### src/rtl/dmem_arbiter.sv
// Round-robin arbiter sharing one synchronous data memory between the CPU and an external port.
// Each access is issue + response (2 cycles); the loser waits via cpu_stall or a withheld ext_ack.
module dmem_arbiter #(
  parameter int DATA_W = 32
) (
  input  logic              clk,
  input  logic              reset,
  input  logic              cpu_req,
  input  logic              cpu_we,
  input  logic [DATA_W-1:0] cpu_addr,
  input  logic [DATA_W-1:0] cpu_wdata,
  output logic [DATA_W-1:0] cpu_rdata,
  output logic              cpu_stall,
  input  logic              ext_req,
  input  logic              ext_we,
  input  logic [DATA_W-1:0] ext_addr,
  input  logic [DATA_W-1:0] ext_wdata,
  output logic [DATA_W-1:0] ext_rdata,
  output logic              ext_ack,
  output logic              mem_we,
  output logic [DATA_W-1:0] mem_addr,
  output logic [DATA_W-1:0] mem_wdata,
  input  logic [DATA_W-1:0] mem_rdata
);

  localparam logic [1:0] IDLE     = 2'd0;
  localparam logic [1:0] RESP_CPU = 2'd1;
  localparam logic [1:0] RESP_EXT = 2'd2;

  localparam logic GRANT_CPU = 1'b0;
  localparam logic GRANT_EXT = 1'b1;

  logic [1:0]        state;
  logic              lastGrant;
  logic [DATA_W-1:0] respAddr;
  logic              respWe;
  logic              inIdle;
  logic              grantCpu;
  logic              grantExt;

  // Reset gates the issue path so no strobe can leak out while reset is held.
  assign inIdle   = (state == IDLE) && !reset;
  assign grantCpu = inIdle && cpu_req && (!ext_req || (lastGrant == GRANT_EXT));
  assign grantExt = inIdle && ext_req && !grantCpu;

  assign cpu_stall = cpu_req && (state != RESP_CPU);
  assign ext_ack   = (state == RESP_EXT);

  always_comb begin
    mem_we    = 1'b0;
    mem_addr  = '0;
    mem_wdata = '0;
    if (grantCpu) begin
      mem_we    = cpu_we;
      mem_addr  = cpu_addr;
      mem_wdata = cpu_wdata;
    end else if (grantExt) begin
      mem_we    = ext_we;
      mem_addr  = ext_addr;
      mem_wdata = ext_wdata;
    end else if (state != IDLE) begin
      mem_addr  = respAddr;
    end
  end

  always_ff @(posedge clk or posedge reset) begin
    if (reset) begin
      state     <= IDLE;
      lastGrant <= GRANT_EXT;
      respAddr  <= '0;
      respWe    <= 1'b0;
      cpu_rdata <= '0;
      ext_rdata <= '0;
    end else begin
      case (state)
        IDLE: begin
          if (grantCpu) begin
            state     <= RESP_CPU;
            lastGrant <= GRANT_CPU;
            respAddr  <= cpu_addr;
            respWe    <= cpu_we;
          end else if (grantExt) begin
            state     <= RESP_EXT;
            lastGrant <= GRANT_EXT;
            respAddr  <= ext_addr;
            respWe    <= ext_we;
          end
        end
        RESP_CPU: begin
          if (!respWe) cpu_rdata <= mem_rdata;
          state <= IDLE;
        end
        RESP_EXT: begin
          if (!respWe) ext_rdata <= mem_rdata;
          state <= IDLE;
        end
        default: state <= IDLE;
      endcase
    end
  end

endmodule

### config.mk
export PLATFORM = sky130hd
export DESIGN_NAME = dmem_arbiter
export DESIGN_NICKNAME = d
export VERILOG_FILES = /design/src/rtl/dmem_arbiter.sv
export SDC_FILE = /design/constraint.sdc
export NUM_CORES = 1
export LEC_CHECK = 0
export CAP_MARGIN = 10
export CORE_MARGIN = 5
export CORE_UTILIZATION = 39
export DETAILED_ROUTE_END_ITERATION = 12
export GPL_ROUTABILITY_DRIVEN = 0
export PLACE_DENSITY = 0.82
export SLEW_MARGIN = 20
export SYNTH_ARGS = -nofsm -noshare
export SYNTH_HDL_FRONTEND = slang
export SYNTH_SLANG_ARGS = --single-unit
export TNS_END_PERCENT = 1
### constraint.sdc
create_clock -name clk -period 4.42 [get_ports clk]
set_clock_uncertainty 0.2 [all_clocks]
set_input_delay 0.884 -clock clk [delete_from_list [all_inputs] [get_ports clk]]
set_output_delay 0.884 -clock clk [all_outputs]
set_load 0.1 [all_outputs]
==> After elaboration in Yosys (flattened, before gate mapping) <==
Cells that the tools add are included.
W data, S select, Z words.
{ "totals": {"reg_bits": 100, "in_bits": 166, "output_inout_bits": 131, "wordCells": 43} }
{ "op_classes": {"n_eq_ne": 4, "mux": 16, "bitwise_logic": 1, "reduce_logical": 16} }
{ "ops": {"columns": ["operator", "count"], "rows": [
  ["$mux W32", 7],
  ["$logic_and A1 B1 Y1", 6],
  ["$mux W1", 6],
  ["$mux W2", 3],
  ["$reduce_and A2 Y1", 3],
  ["$reduce_bool A2 Y1", 2],
  ["$logic_not A1 Y1", 3],
  ["$ne A3 B3 Y1 const B", 1],
  ["$eq A2 B1 Y1 const B", 1],
  ["$eq A2 B2 Y1 const B", 1],
  ["$logic_not A2 Y1", 1],
  ["$ne A2 B1 Y1 const B", 1],
  ["$logic_or A1 B1 Y1", 1],
  ["$not A1 Y1", 1]
]} }

==> Longest topological paths before layout <==
Gate-level depths: netlist (run 1).
{ "depth": {"depth_word": 9, "depth_mapped": 7} }

==> Worst setup path before layout (run 1) <==
OpenSTA, ideal clock, no wires.
{ "synth_timing": {"path_type": "input to output", "from": "input cpu_req", "to": "output mem_we", "t_arrival_ns": 2.922, "t_required_ns": 3.336, "path_slack_ns": 0.414, "cell_stages": 5, "n_path_buf": 2, "cell_sequence": "buf_2 > or2_1 > clkbuf_1 > nand2_1 > a21oi_1"} }
{ "synth_between": {"elab_chain_cells": 6} }
{ "synth_lines": {"columns": ["item", "line_no", "source"], "rows": [
  ["from (decl)", "8", "input logic cpu_req,"],
  ["$logic_and A1 B1 Y1 * (2 in a row)", "43", "assign grantCpu = inIdle && cpu_req && (!ext_req || (lastGrant == GRANT_EXT));"],
  ["$logic_not A1 Y1", "44", "assign grantExt = inIdle && ext_req && !grantCpu;"],
  ["$logic_and A1 B1 Y1", "44", null],
  ["$mux W1", "57", "end else if (grantExt) begin"],
  ["$mux W1 *", "53", "if (grantCpu) begin"],
  ["to (decl)", "20", "output logic mem_we,"]
]} }
Mark *: on every way between the ends. The rest lies on a longest branch, timed or not.

==> Final worst setup path (run 1) <==
{ "layout_timing": {"from": "input reset", "to": "output mem_we"} }
{ "layout_between": {"elab_chain_cells": 8} }
{ "layout_lines": {"columns": ["item", "line_no", "source"], "rows": [
  ["from (decl)", "7", "input logic reset,"],
  ["$logic_not A1 Y1 (no source line) *", null, null],
  ["$logic_and A1 B1 Y1 *", "42", "assign inIdle = (state == IDLE) && !reset;"],
  ["$logic_and A1 B1 Y1 (2 in a row)", "43", null],
  ["$logic_not A1 Y1", "44", null],
  ["$logic_and A1 B1 Y1", "44", null],
  ["$mux W1", "57", null],
  ["$mux W1 *", "53", null]
]} }
Marks and branches as above.

==> impl_results.md, run 1 <==
* Die width at 126 µm
* Final Instance Area at 0.00927 mm²
* Top cell type's share of synthesized area at 0.474
* Synth top cells by count: 99 x dfrtp_1, 62 x mux2_1, 36 x clkbuf_1, 34 x a21oi_1, 34 x and2_1
* Seq/Total Area, Yosys at 0.479
* Synth async-reset ratio at 1.00
* Top-count cell post-synth: dfrtp_1
* Yosys Warn Count at 0
* Htree depth at 3
* Post-detailed-route count of antenna-violating nets at 0
* Power Density at around 750 mW/mm²
* First-pass DRT Iterations at 5
* Post-synthesis mux area share at 0.138
* IO Pins at 297
* Yosys cell types at 26
* Max incr delay on CP at ~0.56 ns
* CP Data Arrival Time at 2.98 ns
* Slowest stage cell on the critical path: buf_4
* # diodes at 0
* Met3 routed WL at 1.92 mm
* Post-DP HPWL at 15.7 mm
* Crit path time final at 4.06 ns
* Avg Cell Area, Syn at 11.1 µm²
* Count of filler cells inserted in the layout at just under 900
* Tot Pwr at 6.97 mW
* Mapped Area at 0.00523 mm²
* Area grow syn2layout at 77.3%
* Maxcap violations at 0
* Largest net degree at the start of global routing at 78
* Area leader, netlist: dfrtp_1
* DIE HEIGHT at 126 µm
* Met1 WL at 7.37 mm
* Slew HR at 0.322
* Total gr overflow at 0
* Hold slack at 0.292 ns
* WHS Path Cells at 1
* Vias in the first global route at roughly 5500
* Final setup viols at 0
* Worst vdd ir at 0.367 mV
* Main combinational cell family by area after synthesis: compound AO/OA/AOI/OAI gates
* Hold-fix buffers, CTS at 0
* R2r endpoint: respAddr[0]
* Sequential cell fraction of total power at 0.213
* Top Layer Used: met4
* WL final at 20.3 mm
* Die footprint at 0.0158 mm²
* Main synth FF type: dfrtp_1
* CTS buffer count at 9
* R2r startpoint: state[0]
* Core Area at 0.0132 mm²
* Drt wl/cell at ~22 µm
* Worst-path clk slew at 0.07 ns
* Clock sink count at 100
* Iter 0 DRT Violations at 487
* Clk_lat worst skew at 0.34 ns
* Fin nets at 898
* Outcome: finished clean
* Int Pwr at around 2.9 mW
* Postcts setup bufs at 0
* Min-Delay Startpoint: cpu_rdata[14]
* Root Buffer: clkbuf_16
* Total GRT Usage at 0.247
* Crit end category: output pin
* Largest buffer count on any clock path at 2
* DRC violations left at 0
* Top post-synthesis cells by area: dfrtp_1 47%, mux2_1 13%, a221o_1 6.1%, a22o_1 5.4%, o31ai_1 4.7%
* Antenna violations before repair at 0
* Critical path class: in -> out
* Routed vias at between 5000 and 6000
* Min-delay worst type: reg -> reg
* Clock share of power at 0.111
* Switching share of total power at 0.580
* Layout cells sized above 1 at 0.144
* Cells along the critical path: clkdlybuf4s50_1 -> nor3_4 -> buf_4 -> nand4_1 -> a21oi_1 -> buf_12
* First-pass GRT wire length at 31.1 mm
* Number of synthesized flops with an enable pin at 0
* Placed Area at 0.00898 mm²
* Final slew viol count at 0
* Initial Util at 0.397
* Critical Path RT at 3.34 ns
* Metal2 WL at 10.4 mm
* Setup slack, reg-to-reg at 1.88 ns
* Number of I/O port buffers at between 200 and 300
* FMAX at 246 MHz
* CP Max Fanout at 68
* Post-synthesis adder-cell area fraction at 0
* Tightest Pin Transition at between 1 and 1.5 ns
* Combinational share of power at 0.676
* Vias per inst at 5.81
* LEAKAGE at roughly 3.7 nW
* Post-synthesis xor/xnor area fraction at 0
* Final Hold Fails at 0
* Worst R2R Path Depth at 5
* Net switching power figure at 4.04 mW
* WHS Endpoint: cpu_rdata[14]
* Setup TNS at 0 ns
* RSZ-0062 raised after global routing: no
* CTS tree: yes
* Post-Synth Simple-Gate Area at 0.0969
* Synthesized instance count at between 400 and 500
* Syn_nets at 636
* Seq cells post-synth at 100
* Startpoint types: input pin
* Post-CTS resize count at 0
* Row Count at 42
* Synth Area in Compound Gates at 0.236
* Fin crit share at 0.919
power groups by stage:
| stage | Combinational (mW) | Sequential, mW | Clock [mW] |
|---|---|---|---|
| after floorplan | 1.18 | 3.62 | 0 |
| after global placement | 4.67 | 1.47 | 0 |
| after detailed placement | 4.73 | 1.50 | 0 |
| after CTS | 4.73 | 1.49 | 0.783 |
| after global routing | 4.83 | 1.53 | 0.821 |
| final | 4.71 | 1.49 | 0.774 |
critical path: cells and delay by family:
kind,cells,cell delay [ns]
compound gates,1,0.34
simple gates,2,0.39
buf+inv,3,1.31
how the worst max path moves through the flow:
stage / start / endpoint / slack, ns / depth (start not counted)
finish: reset / mem_we / 0.36 / 6
global route: reset / mem_we / 0.27 / 6
CTS: reset / mem_we / 0.45 / 6
detailed placement: reset / mem_we / 0.46 / 6
global placement: reset / mem_we / 0.47 / 6
floorplan: cpu_req / mem_we / 0.41 / 5
flip-flops by register name, summed over array words and instances, names as in the netlist:
register and cells:
respAddr 32, lastGrant 1, respWe 1, ext_rdata 32, state 2, cpu_rdata 32
kinds of logic after synthesis:
family                 Yosys count
muxes                           64
buffers and inverters           60
DFF                            100
and+or+nand+nor                 81
AOI/OAI and AO/OA              165
per-stage QoR:
| step | worst slack, ns | util | std cells |
|---|---|---|---|
| after global placement | 0.474 | 0.681 | 897 |
| final | 0.357 | 0.703 | 913 |
| after global routing | 0.274 | 0.703 | 913 |
| after CTS | 0.453 | 0.703 | 913 |
| after detailed placement | 0.461 | 0.681 | 897 |
| after floorplan | 0.414 | - | 470 |
per-layer routing:
layer  GRT usage  vias up
met4      0.0946        0
met3      0.0644       32
met2       0.447      351
met5           0        -
li1            -     2369
met1       0.280     2551
area by class of cell:
cell class | instances | area (µm²) | area share
Clock buffer | 9 | 225 | 0.0243
Inverter | 2 | 12.5 | 0.00135
Multi-Input combinational cell | 310 | 2500 | 0.269
Clock inverter | 7 | 67.6 | 0.00729
Sequential cell | 100 | 2500 | 0.270
Timing Repair Buffer | 309 | 3750 | 0.404
Tap cell | 176 | 220 | 0.0238
layout by cell type (no fill, tap or decap), types with 4 or more instances in the layout:
cell and count:
clkbuf_16 9, a21oi_1 34, a22o_1 32, a221o_1 32, buf_12 68, dfrtp_1 99, a31oi_1 33, clkdlybuf4s50_1 230
nand4_1 33, o31ai_1 33, buf_4 11, mux2_1 62, inv_6 4, and2_1 34
No activity file was read; power rests on OpenSTA's default activity.
==> run 2, diff against run 1 <==
PLACE_DENSITY = 0.83   (was 0.82)
clock period = 4.1 ns   (was 4.42 ns; I/O delays follow)
==> impl_results.md, run 2 (synthesis gave the netlist of run 1 again) <==
* Outcome: finished clean
* Tightest Pin Transition at 1.01 ns
* IO Pins at 297
* Die width at ~130 µm
* Fin crit share at 0.943
* Postcts setup bufs at 0
* Count of filler cells inserted in the layout at 893
* Largest buffer count on any clock path at 2
* Setup TNS at 0 ns
* Antenna violations before repair at 0
* Startpoint types: input pin
* Vias per inst at 5.80
* Clock sink count at 100
* Core Util, Final at 0.704
* Total gr overflow at 0
* CP Max Fanout at 45
* Hold-fix buffers, CTS at 0
* Most common cell after layout, fill and taps aside: clkdlybuf4s50_1
* Die footprint at 0.0158 mm²
* Routed vias at 5311
* CTS buffer count at 9
* RSZ-0062 raised after global routing: no
* Critical Path RT at 3.08 ns
* Clk_lat worst skew at 0.33 ns
* CP Data Arrival Time at 2.85 ns
* Registers with the most flip-flops: cpu_rdata x32, ext_rdata x32, respAddr x32
* Total GRT Usage at 0.239
* Largest net degree at the start of global routing at 67
* Drt wl/cell at 21.8 µm
* Critical path class: in -> out
* Worst-path clk slew at ~0.070 ns
* Iter 0 DRT Violations at around 400
* WL final at 20.0 mm
* Vias in the first global route at 5538
* Area grow syn2layout at 77.7%
* Maxcap violations at 0
* Row Count at 42
* Final slew viol count at 0
* Slowest stage cell on the critical path: clkdlybuf4s50_1
* Power Density at 807 mW/mm²
* CP most frequent cell: buf_12
* Number of I/O port buffers at 296
* Crit end category: output pin
* Htree depth at 3
* Cells along the critical path: clkdlybuf4s50_1 -> or3_1 -> nor3_4 -> buf_12 -> a22o_1 -> buf_12
* First-pass GRT wire length at 30.4 mm
* Initial Util at 0.397
* Worst vdd ir at 0.340 mV
* Min-delay worst type: reg -> reg
* Most frequent cells in the layout: 229 x clkdlybuf4s50_1, 99 x dfrtp_1, 68 x buf_12
* Final setup viols at 0
* # diodes at 0
* FMAX at 259 MHz
* Layout cells sized above 1 at 0.149
* Post-DP HPWL at 15.4 mm
* Post-detailed-route count of antenna-violating nets at 0
* DIE HEIGHT at 126 µm
* First-pass DRT Iterations at 5
* Hold slack at 0.286 ns
* DRC violations left at 0
* Slew HR at 0.321
* Max incr delay on CP at 0.51 ns
* Final Hold Fails at 0
* Fin nets at 901
* Post-CTS resize count at 0
* LEAKAGE at around 3.7 nW
* Root Buffer: clkbuf_16
* CTS tree: yes
* Crit path time final at 3.87 ns
* Core Area at around 0.013 mm²
==> run 2: cell count changes in the layout (fill, tap and decap cells not counted) <==
cell,previous run,this run
buf_4,11,15
inv_6,4,2
clkdlybuf4s50_1,230,229
inv_4,0,1
inv_8,1,2
==> run 2: worst paths after layout <==
kind | endpoint | slack [ns] | cells after the start | startpoint
setup / recovery | mem_wdata[1] | 0.23 | 6 | reset
setup reg to reg | respAddr[18] | 1.79 | 5 | state[0]
hold / removal | cpu_rdata[9] | 0.29 | 1 | cpu_rdata[9]
min in group asynchronous | respAddr[2] | 0.86 | 2 | reset
hold reg to reg | cpu_rdata[9] | 0.29 | 1 | cpu_rdata[9]
max in group asynchronous | ext_rdata[30] | 2.03 | 3 | reset
==> run 2: final cells by class <==
type	instances	area (µm²)	share of cell area
Clock inverter	7	70.1	0.00754
Tap cell	176	220	0.0237
Clock buffer	9	225	0.0242
Timing Repair Buffer	312	3770	0.405
Inverter	2	10.0	0.00108
Sequential cell	100	2500	0.269
Multi-Input combinational cell	310	2500	0.269
==> run 2: metal layers <==
layer / global-route usage / wire length, µm
met3: 0.0529 / 1700
met1: 0.274 / 7250
met2: 0.446 / 10600
met4: 0.0713 / 467
met5: 0 / 0
==> run 2: worst max-delay path, delay by kind of cell <==
| family | cells | cell delay (ns) |
|---|---|---|
| AOI/OAI and AO/OA | 1 | 0.27 |
| buffers and inverters | 3 | 0.98 |
| and+or+nand+nor | 2 | 0.75 |
==> run 2: power by group <==
part | internal (mW) | switching, mW | leakage (nW)
logic | 1.35 | 3.73 | 2.38
clock network | 0.430 | 0.396 | 0.147
registers | 1.38 | 0.214 | 1.17
total | 3.16 | 4.34 | 3.70
==> run 2: through the flow <==
step	setup slack (ns)	instance area, µm²	power [mW]	instances
after floorplan	0.222	5230	5.18	470
after global placement	0.257	9000	6.61	900
after detailed placement	0.246	9000	6.71	900
after CTS	0.241	9290	7.54	916
after global routing	0.168	9290	7.72	916
final	0.234	9290	7.50	916
